--- config.mk ---
export PLATFORM = sky130hd
export DESIGN_NAME = wb_port_arbiter
export DESIGN_NICKNAME = d
export VERILOG_FILES = /design/src/rtl/wb_port_arbiter_pkg.sv /design/src/rtl/wb_resp_fifo.sv /design/src/rtl/wb_port_arbiter.sv
export SDC_FILE = /design/constraint.sdc
export NUM_CORES = 1
export LEC_CHECK = 0
export CAP_MARGIN = 20
export CORE_MARGIN = 5
export CORE_UTILIZATION = 50
export DETAILED_ROUTE_END_ITERATION = 6
export HOLD_SLACK_MARGIN = 0.02
export PLACE_DENSITY = 0.84
export REMOVE_ABC_BUFFERS = 1
export SLEW_MARGIN = 20
export SYNTH_ARGS = -nofsm -noshare
export SYNTH_HDL_FRONTEND = slang
export SYNTH_HIERARCHICAL = 1
export SYNTH_SLANG_ARGS = --single-unit
--- constraint.sdc ---
create_clock -name clock -period 4 [get_ports clock]
set_input_delay 0.4 -clock clock [delete_from_list [all_inputs] [get_ports clock]]
set_output_delay 0.4 -clock clock [all_outputs]
set_load 0.05 [all_outputs]
--- src/rtl/wb_port_arbiter_pkg.sv ---
// rtl/wb_port_arbiter_pkg.sv - shared types and defaults for the write-port arbiter
package wb_port_arbiter_pkg;

  localparam int DEF_DEPTH      = 2;
  localparam int DEF_STARVE_MAX = 4;

  typedef struct packed {
    logic [4:0]  rd;
    logic [31:0] data;
  } wb_entry_t;

  typedef enum logic [1:0] {
    GNT_NONE,
    GNT_ALU,
    GNT_MEM_BYP,
    GNT_MEM_FIFO
  } grant_t;

endpackage

--- src/rtl/wb_resp_fifo.sv ---
// rtl/wb_resp_fifo.sv - ordered buffer for memory responses that lose arbitration
module wb_resp_fifo
  import wb_port_arbiter_pkg::*;
#(
  parameter int DEPTH = DEF_DEPTH
) (
  input  logic                     clock,
  input  logic                     reset,
  input  logic                     push,
  input  wb_entry_t                push_entry,
  input  logic                     pop,
  output wb_entry_t                head,
  output logic [$clog2(DEPTH):0]   count
);

  localparam int AW = $clog2(DEPTH);
  localparam int CW = AW + 1;

  wb_entry_t       slots [DEPTH];
  logic [AW-1:0]   wr_ptr;
  logic [AW-1:0]   rd_ptr;
  logic            do_push;
  logic            do_pop;

  assign do_pop  = pop && (count != '0);
  assign do_push = push && (count != CW'(DEPTH));
  assign head    = slots[rd_ptr];

  // Payload storage carries no reset; pointers and count define validity.
  always_ff @(posedge clock) begin
    if (do_push) slots[wr_ptr] <= push_entry;
  end

  always_ff @(posedge clock) begin
    if (!reset) begin
      wr_ptr <= '0;
      rd_ptr <= '0;
      count  <= '0;
    end else begin
      if (do_push) wr_ptr <= wr_ptr + AW'(1);
      if (do_pop)  rd_ptr <= rd_ptr + AW'(1);
      case ({do_push, do_pop})
        2'b10:   count <= count + CW'(1);
        2'b01:   count <= count - CW'(1);
        default: count <= count;
      endcase
    end
  end

endmodule

--- src/rtl/wb_port_arbiter.sv ---
// rtl/wb_port_arbiter.sv - register-file write-port arbiter (ALU vs memory), optional WB_FWD_EN forwarding outputs
module wb_port_arbiter
  import wb_port_arbiter_pkg::*;
#(
  parameter int DEPTH      = DEF_DEPTH,
  parameter int STARVE_MAX = DEF_STARVE_MAX
) (
  input  logic        clock,
  input  logic        reset,
  input  logic        alu_valid,
  output logic        alu_ready,
  input  logic [4:0]  alu_rd,
  input  logic [31:0] alu_data,
  input  logic        mem_valid,
  output logic        mem_ready,
  input  logic [4:0]  mem_rd,
  input  logic [31:0] mem_data,
  output logic        wb_enable,
  output logic [4:0]  wb_rd,
  output logic [31:0] wb_data,
  output logic        busy
`ifdef WB_FWD_EN
  ,
  output logic        fwd_valid,
  output logic [4:0]  fwd_rd,
  output logic [31:0] fwd_data
`endif
);

  localparam int         CW         = $clog2(DEPTH) + 1;
  localparam logic [3:0] STARVE_LIM = 4'(STARVE_MAX);

  logic [CW-1:0] count;
  logic [3:0]    starve_cnt;
  wb_entry_t     head;
  wb_entry_t     sel;
  grant_t        grant;
  logic          push;
  logic          pop;

  always_comb begin
    grant = GNT_NONE;
    if (starve_cnt == STARVE_LIM && alu_valid) grant = GNT_ALU;
    else if (count != '0)                      grant = GNT_MEM_FIFO;
    else if (mem_valid)                        grant = GNT_MEM_BYP;
    else if (alu_valid)                        grant = GNT_ALU;
  end

  always_comb begin
    sel = '{rd: alu_rd, data: alu_data};
    case (grant)
      GNT_MEM_FIFO: sel = head;
      GNT_MEM_BYP:  sel = '{rd: mem_rd, data: mem_data};
      default:      sel = '{rd: alu_rd, data: alu_data};
    endcase
  end

  // A response that does not bypass straight to the output must be buffered.
  assign push      = mem_valid && (grant != GNT_MEM_BYP);
  assign pop       = (grant == GNT_MEM_FIFO);
  assign alu_ready = reset && (grant == GNT_ALU);
  assign mem_ready = (count < CW'(DEPTH));
  assign busy      = (count != '0) || wb_enable;

  wb_resp_fifo #(.DEPTH(DEPTH)) u_fifo (
    .clock      (clock),
    .reset      (reset),
    .push       (push),
    .push_entry ('{rd: mem_rd, data: mem_data}),
    .pop        (pop),
    .head       (head),
    .count      (count)
  );

  always_ff @(posedge clock) begin
    if (!reset) begin
      starve_cnt <= '0;
      wb_enable  <= 1'b0;
      wb_rd      <= '0;
      wb_data    <= '0;
`ifdef WB_FWD_EN
      fwd_valid  <= 1'b0;
      fwd_rd     <= '0;
      fwd_data   <= '0;
`endif
    end else begin
      if (!alu_valid || grant == GNT_ALU)  starve_cnt <= '0;
      else if (starve_cnt != STARVE_LIM)   starve_cnt <= starve_cnt + 4'd1;
      // rd==0 entries are consumed but never strobe the register file.
      wb_enable <= (grant != GNT_NONE) && (sel.rd != 5'd0);
      if (grant != GNT_NONE) begin
        wb_rd   <= sel.rd;
        wb_data <= sel.data;
      end
`ifdef WB_FWD_EN
      fwd_valid <= (grant != GNT_NONE) && (sel.rd != 5'd0);
      if (grant != GNT_NONE) begin
        fwd_rd   <= sel.rd;
        fwd_data <= sel.data;
      end
`endif
    end
  end

  assert property (@(posedge clock) disable iff (!reset) mem_valid |-> mem_ready);

endmodule

==> flow_summary.yaml <==
floorplan:
  die_width_um: 111.2
  chipHeight_um: 111.2
  core_area_um2: 10140
  dieArea_um2: 12370
  floorplan.rows: 37
  start_util_pct: 50.55
  top_level_ports: 119
sta:
  max-slew-margin-rel_pct: 36.21
  final_max_slew_viol_count: 0
  totalNegativeSetupSlack_ns: 0
  period_share_pct: 76.40
  final_critical_period_ns: 3.056
  fin_skew_ns: 0.006831
  clock.fmax_mhz: 327.2
  hold_violations: 0
  rsz0062_at_grt: "no"
  max_slew.worst_pin.slew_ns: 0.9569
  setup_viol_count_final: 0
worst_setup_path:
  crit_path_start_kind: "flip-flop"
  cp_slowest_cell: "sky130_fd_sc_hd__clkdlybuf4s50_1"
  req_time_crit_path_ns: 3.60
  worst-setup-path-type: "reg -> out"
  critical_path_cell_sequence: "nor3_1 > a31oi_1 > nor2_1 > clkdlybuf4s50_1"
  end_kind: "output pin"
  path_max_fanout: 16
  worst-endpoint-arrival_ns: 2.66
  delay_of_the_slowest_critical_path_stage_ns: 0.82
  critPathBufInv: 1
  crit_path_leading_delay_family: "buffers and inverters"
clock_network:
  post_cts_hold_buffer_count: 0
  htree_num_levels: 4
  clk_path_buf_depth: 2
  worst_skew_pair.late_latency_ns: 0.52
  clock_input_transition_at_the_sequential_cells_of_the_worst_setup_and_hold_paths_ns: 0.06
  cts.root.buffer_cell: "sky130_fd_sc_hd__clkbuf_8"
  cts_resizes: 0
  cts_sinks: 121
  tritoncts.num_buffers: 17
  tritoncts: "done"
  post-cts-setup-buffer-count: 0
cells_and_area:
  area_growth_syn_to_layout_pct: 36.13
  drive_gt1_share_pct: 10.04
  finished_layout_cells: 664
  footprint_of_the_multi_input_gates_um2: 1769
  num-nets-final: 596
  register_area_um2: 3164
  layout.filler_cells: 689
  antenna_cells_inserted: 0
synthesis:
  number_of_enable_flip_flop_cells_after_synthesis: 74
  async_reset_ff_share_pct: 0
  synth_top_cells_by_area: "sky130_fd_sc_hd__edfxtp_1 (43%), sky130_fd_sc_hd__dfxtp_1 (18%), sky130_fd_sc_hd__mux2_1 (6.6%)"
  synth_cell_types: 40
  post-synth-top-count-cell: "sky130_fd_sc_hd__edfxtp_1"
  synth_seq_area_share_pct: 61.72
  synth_top_area_cell: "sky130_fd_sc_hd__edfxtp_1"
  post_synth_instance_area_um2: 5125
  post_synth_most_frequent_cells: "sky130_fd_sc_hd__edfxtp_1 (74), sky130_fd_sc_hd__dfxtp_1 (47), sky130_fd_sc_hd__nor2_1 (45)"
  dominantRegCellSynth: "sky130_fd_sc_hd__edfxtp_1"
  yosys_top_cell_area_share_pct: 43.36
  ys_ff_latch: 121
  postSynthCellCount: 401
  synth.yosys.warnings: 6
  avgSynthCellArea_um2: 12.78
drt:
  route.detailed.drc: 0
  routed-via-count: 3802
  avgViaCountPerCell: 5.726
  firstDrtPassIters: 4
  postRouteWirelength_um: 12600
  drtAntennaViolNets: 0
  drt-initial-drc-count: 206
  wl_per_cell_um: 18.97
place:
  dp.final_hpwl_um: 7964
  numPortBuffers: 118
  placedCellCount: 632
  place_congestion: 0.8359
global_route:
  track_usage_pct: 20.40
  grt_remaining_overflow: 0
  grt_start_max_net_pins: 42
  grt_antenna_before_repair: 0
  via_count_of_the_first_global_routing_pass: 4012
  grt_pass1_wl_um: 20050
pwr:
  leakagePower_uw: 0.002396
  power.ir.vdd_worst_v: 0.0002350
  power_density_of_the_placed_cells_nw_per_um2: 471.6
run:
  max_cap_violations: 0
run_status:
  result_of_the_run: "completed"
hold_path:
  worst_hold_path_type: "reg -> reg"
## flip-flops by register name, summed over array words and instances, names as in the netlist, named ones only
register,flops
u_fifo/rd_ptr,1
wb_data,32
wb_enable,1
u_fifo/slots,74
starve_cnt,4
u_fifo/wr_ptr,1
wb_rd,5
u_fifo/count,2
## power breakdown
| group | total (uW) | switching (uW) | internal (uW) | leakage, uW |
|---|---|---|---|---|
| clock | 1520 | 528 | 993 | 0.000290 |
| sequential | 1370 | 17.9 | 1360 | 0.00106 |
| combinational | 396 | 225 | 171 | 0.00105 |
## logic make-up after synthesis
kind of cell / count (synthesis) / synth area share (%)
compound gates: 124 / 17.60
xor+xnor: 4 / 0.6835
fa+ha+maj: 3 / 0.7325
buf+inv: 39 / 3.980
flops: 121 / 61.72
mux: 37 / 8.130
simple gates: 73 / 7.153
## routing by layer
| metal | wire length [um] | GRT usage (%) |
|---|---|---|
| met2 | 6392 | 35.46 |
| met4 | 180 | 7.218 |
| met1 | 5181 | 23.48 |
| met3 | 843 | 6.769 |
| met5 | 0 | 0 |
## path summary, 6_finish.rpt
kind                                       from            end  slack (ns)  depth (start not counted)
worst max register to register    starve_cnt[0]    wb_data[23]        1.26                          7
worst min-delay path              starve_cnt[0]  starve_cnt[0]        0.46                          1
worst max-delay path            u_fifo/count[0]      alu_ready        0.94                          4
worst min register to register    starve_cnt[0]  starve_cnt[0]        0.46                          1
## cells in the final DEF (no fill, tap or decap), types with 2 or more instances in the layout
cell type / instances
sky130_fd_sc_hd__nand2_1: 3
sky130_fd_sc_hd__inv_1: 7
sky130_fd_sc_hd__nand3_1: 3
sky130_fd_sc_hd__o22ai_1: 33
sky130_fd_sc_hd__clkdlybuf4s50_1: 118
sky130_fd_sc_hd__xnor2_1: 4
sky130_fd_sc_hd__nor2b_1: 4
sky130_fd_sc_hd__a311oi_1: 2
sky130_fd_sc_hd__o21ai_0: 9
sky130_fd_sc_hd__o22a_1: 33
sky130_fd_sc_hd__clkbuf_16: 17
sky130_fd_sc_hd__and4b_1: 2
sky130_fd_sc_hd__mux2_1: 30
sky130_fd_sc_hd__o21a_1: 2
sky130_fd_sc_hd__a21oi_1: 3
sky130_fd_sc_hd__ha_1: 3
sky130_fd_sc_hd__edfxtp_1: 74
sky130_fd_sc_hd__a21boi_1: 2
sky130_fd_sc_hd__or3_1: 2
sky130_fd_sc_hd__clkbuf_8: 2
sky130_fd_sc_hd__nor2_4: 2
sky130_fd_sc_hd__mux2_2: 7
sky130_fd_sc_hd__a31oi_1: 2
sky130_fd_sc_hd__bufinv_16: 3
sky130_fd_sc_hd__clkinv_1: 2
sky130_fd_sc_hd__nor2_1: 44
sky130_fd_sc_hd__nor4bb_1: 2
sky130_fd_sc_hd__dfxtp_1: 46
sky130_fd_sc_hd__buf_4: 8
sky130_fd_sc_hd__clkinv_2: 4
sky130_fd_sc_hd__nor3_1: 2
sky130_fd_sc_hd__clkinvlp_4: 3
sky130_fd_sc_hd__nand4bb_1: 2
sky130_fd_sc_hd__a211oi_1: 35
## stage by stage
| stage | hold WS (ns) | worst slack (ns) | cell area, um2 | util (%) | power (uW) |
|---|---|---|---|---|---|
| 2_1_floorplan | 0.4297 | 0.7951 | 4951 | - | 1607 |
| 3_3_place_gp | 0.4405 | 1.157 | 6375 | 62.88 | 1781 |
| 3_5_place_dp | 0.4541 | 1.051 | 6375 | 62.88 | 1791 |
| 4_1_cts | 0.4671 | 0.9297 | 6977 | 68.81 | 3311 |
| 5_1_grt | 0.4799 | 0.7765 | 6977 | 68.81 | 3402 |
| 6_report | 0.4645 | 0.9438 | 6977 | 68.81 | 3291 |
## final cells by class
| class | instances | area share [%] |
|---|---|---|
| Tap cell | 136 | 2.439 |
| Multi-Input combinational cell | 241 | 25.36 |
| Inverter | 8 | 0.4304 |
| Clock buffer | 19 | 6.492 |
| Clock inverter | 13 | 2.134 |
| Sequential cell | 121 | 45.36 |
| Timing Repair Buffer | 126 | 17.79 |
No activity file was read; power rests on OpenSTA's default activity.
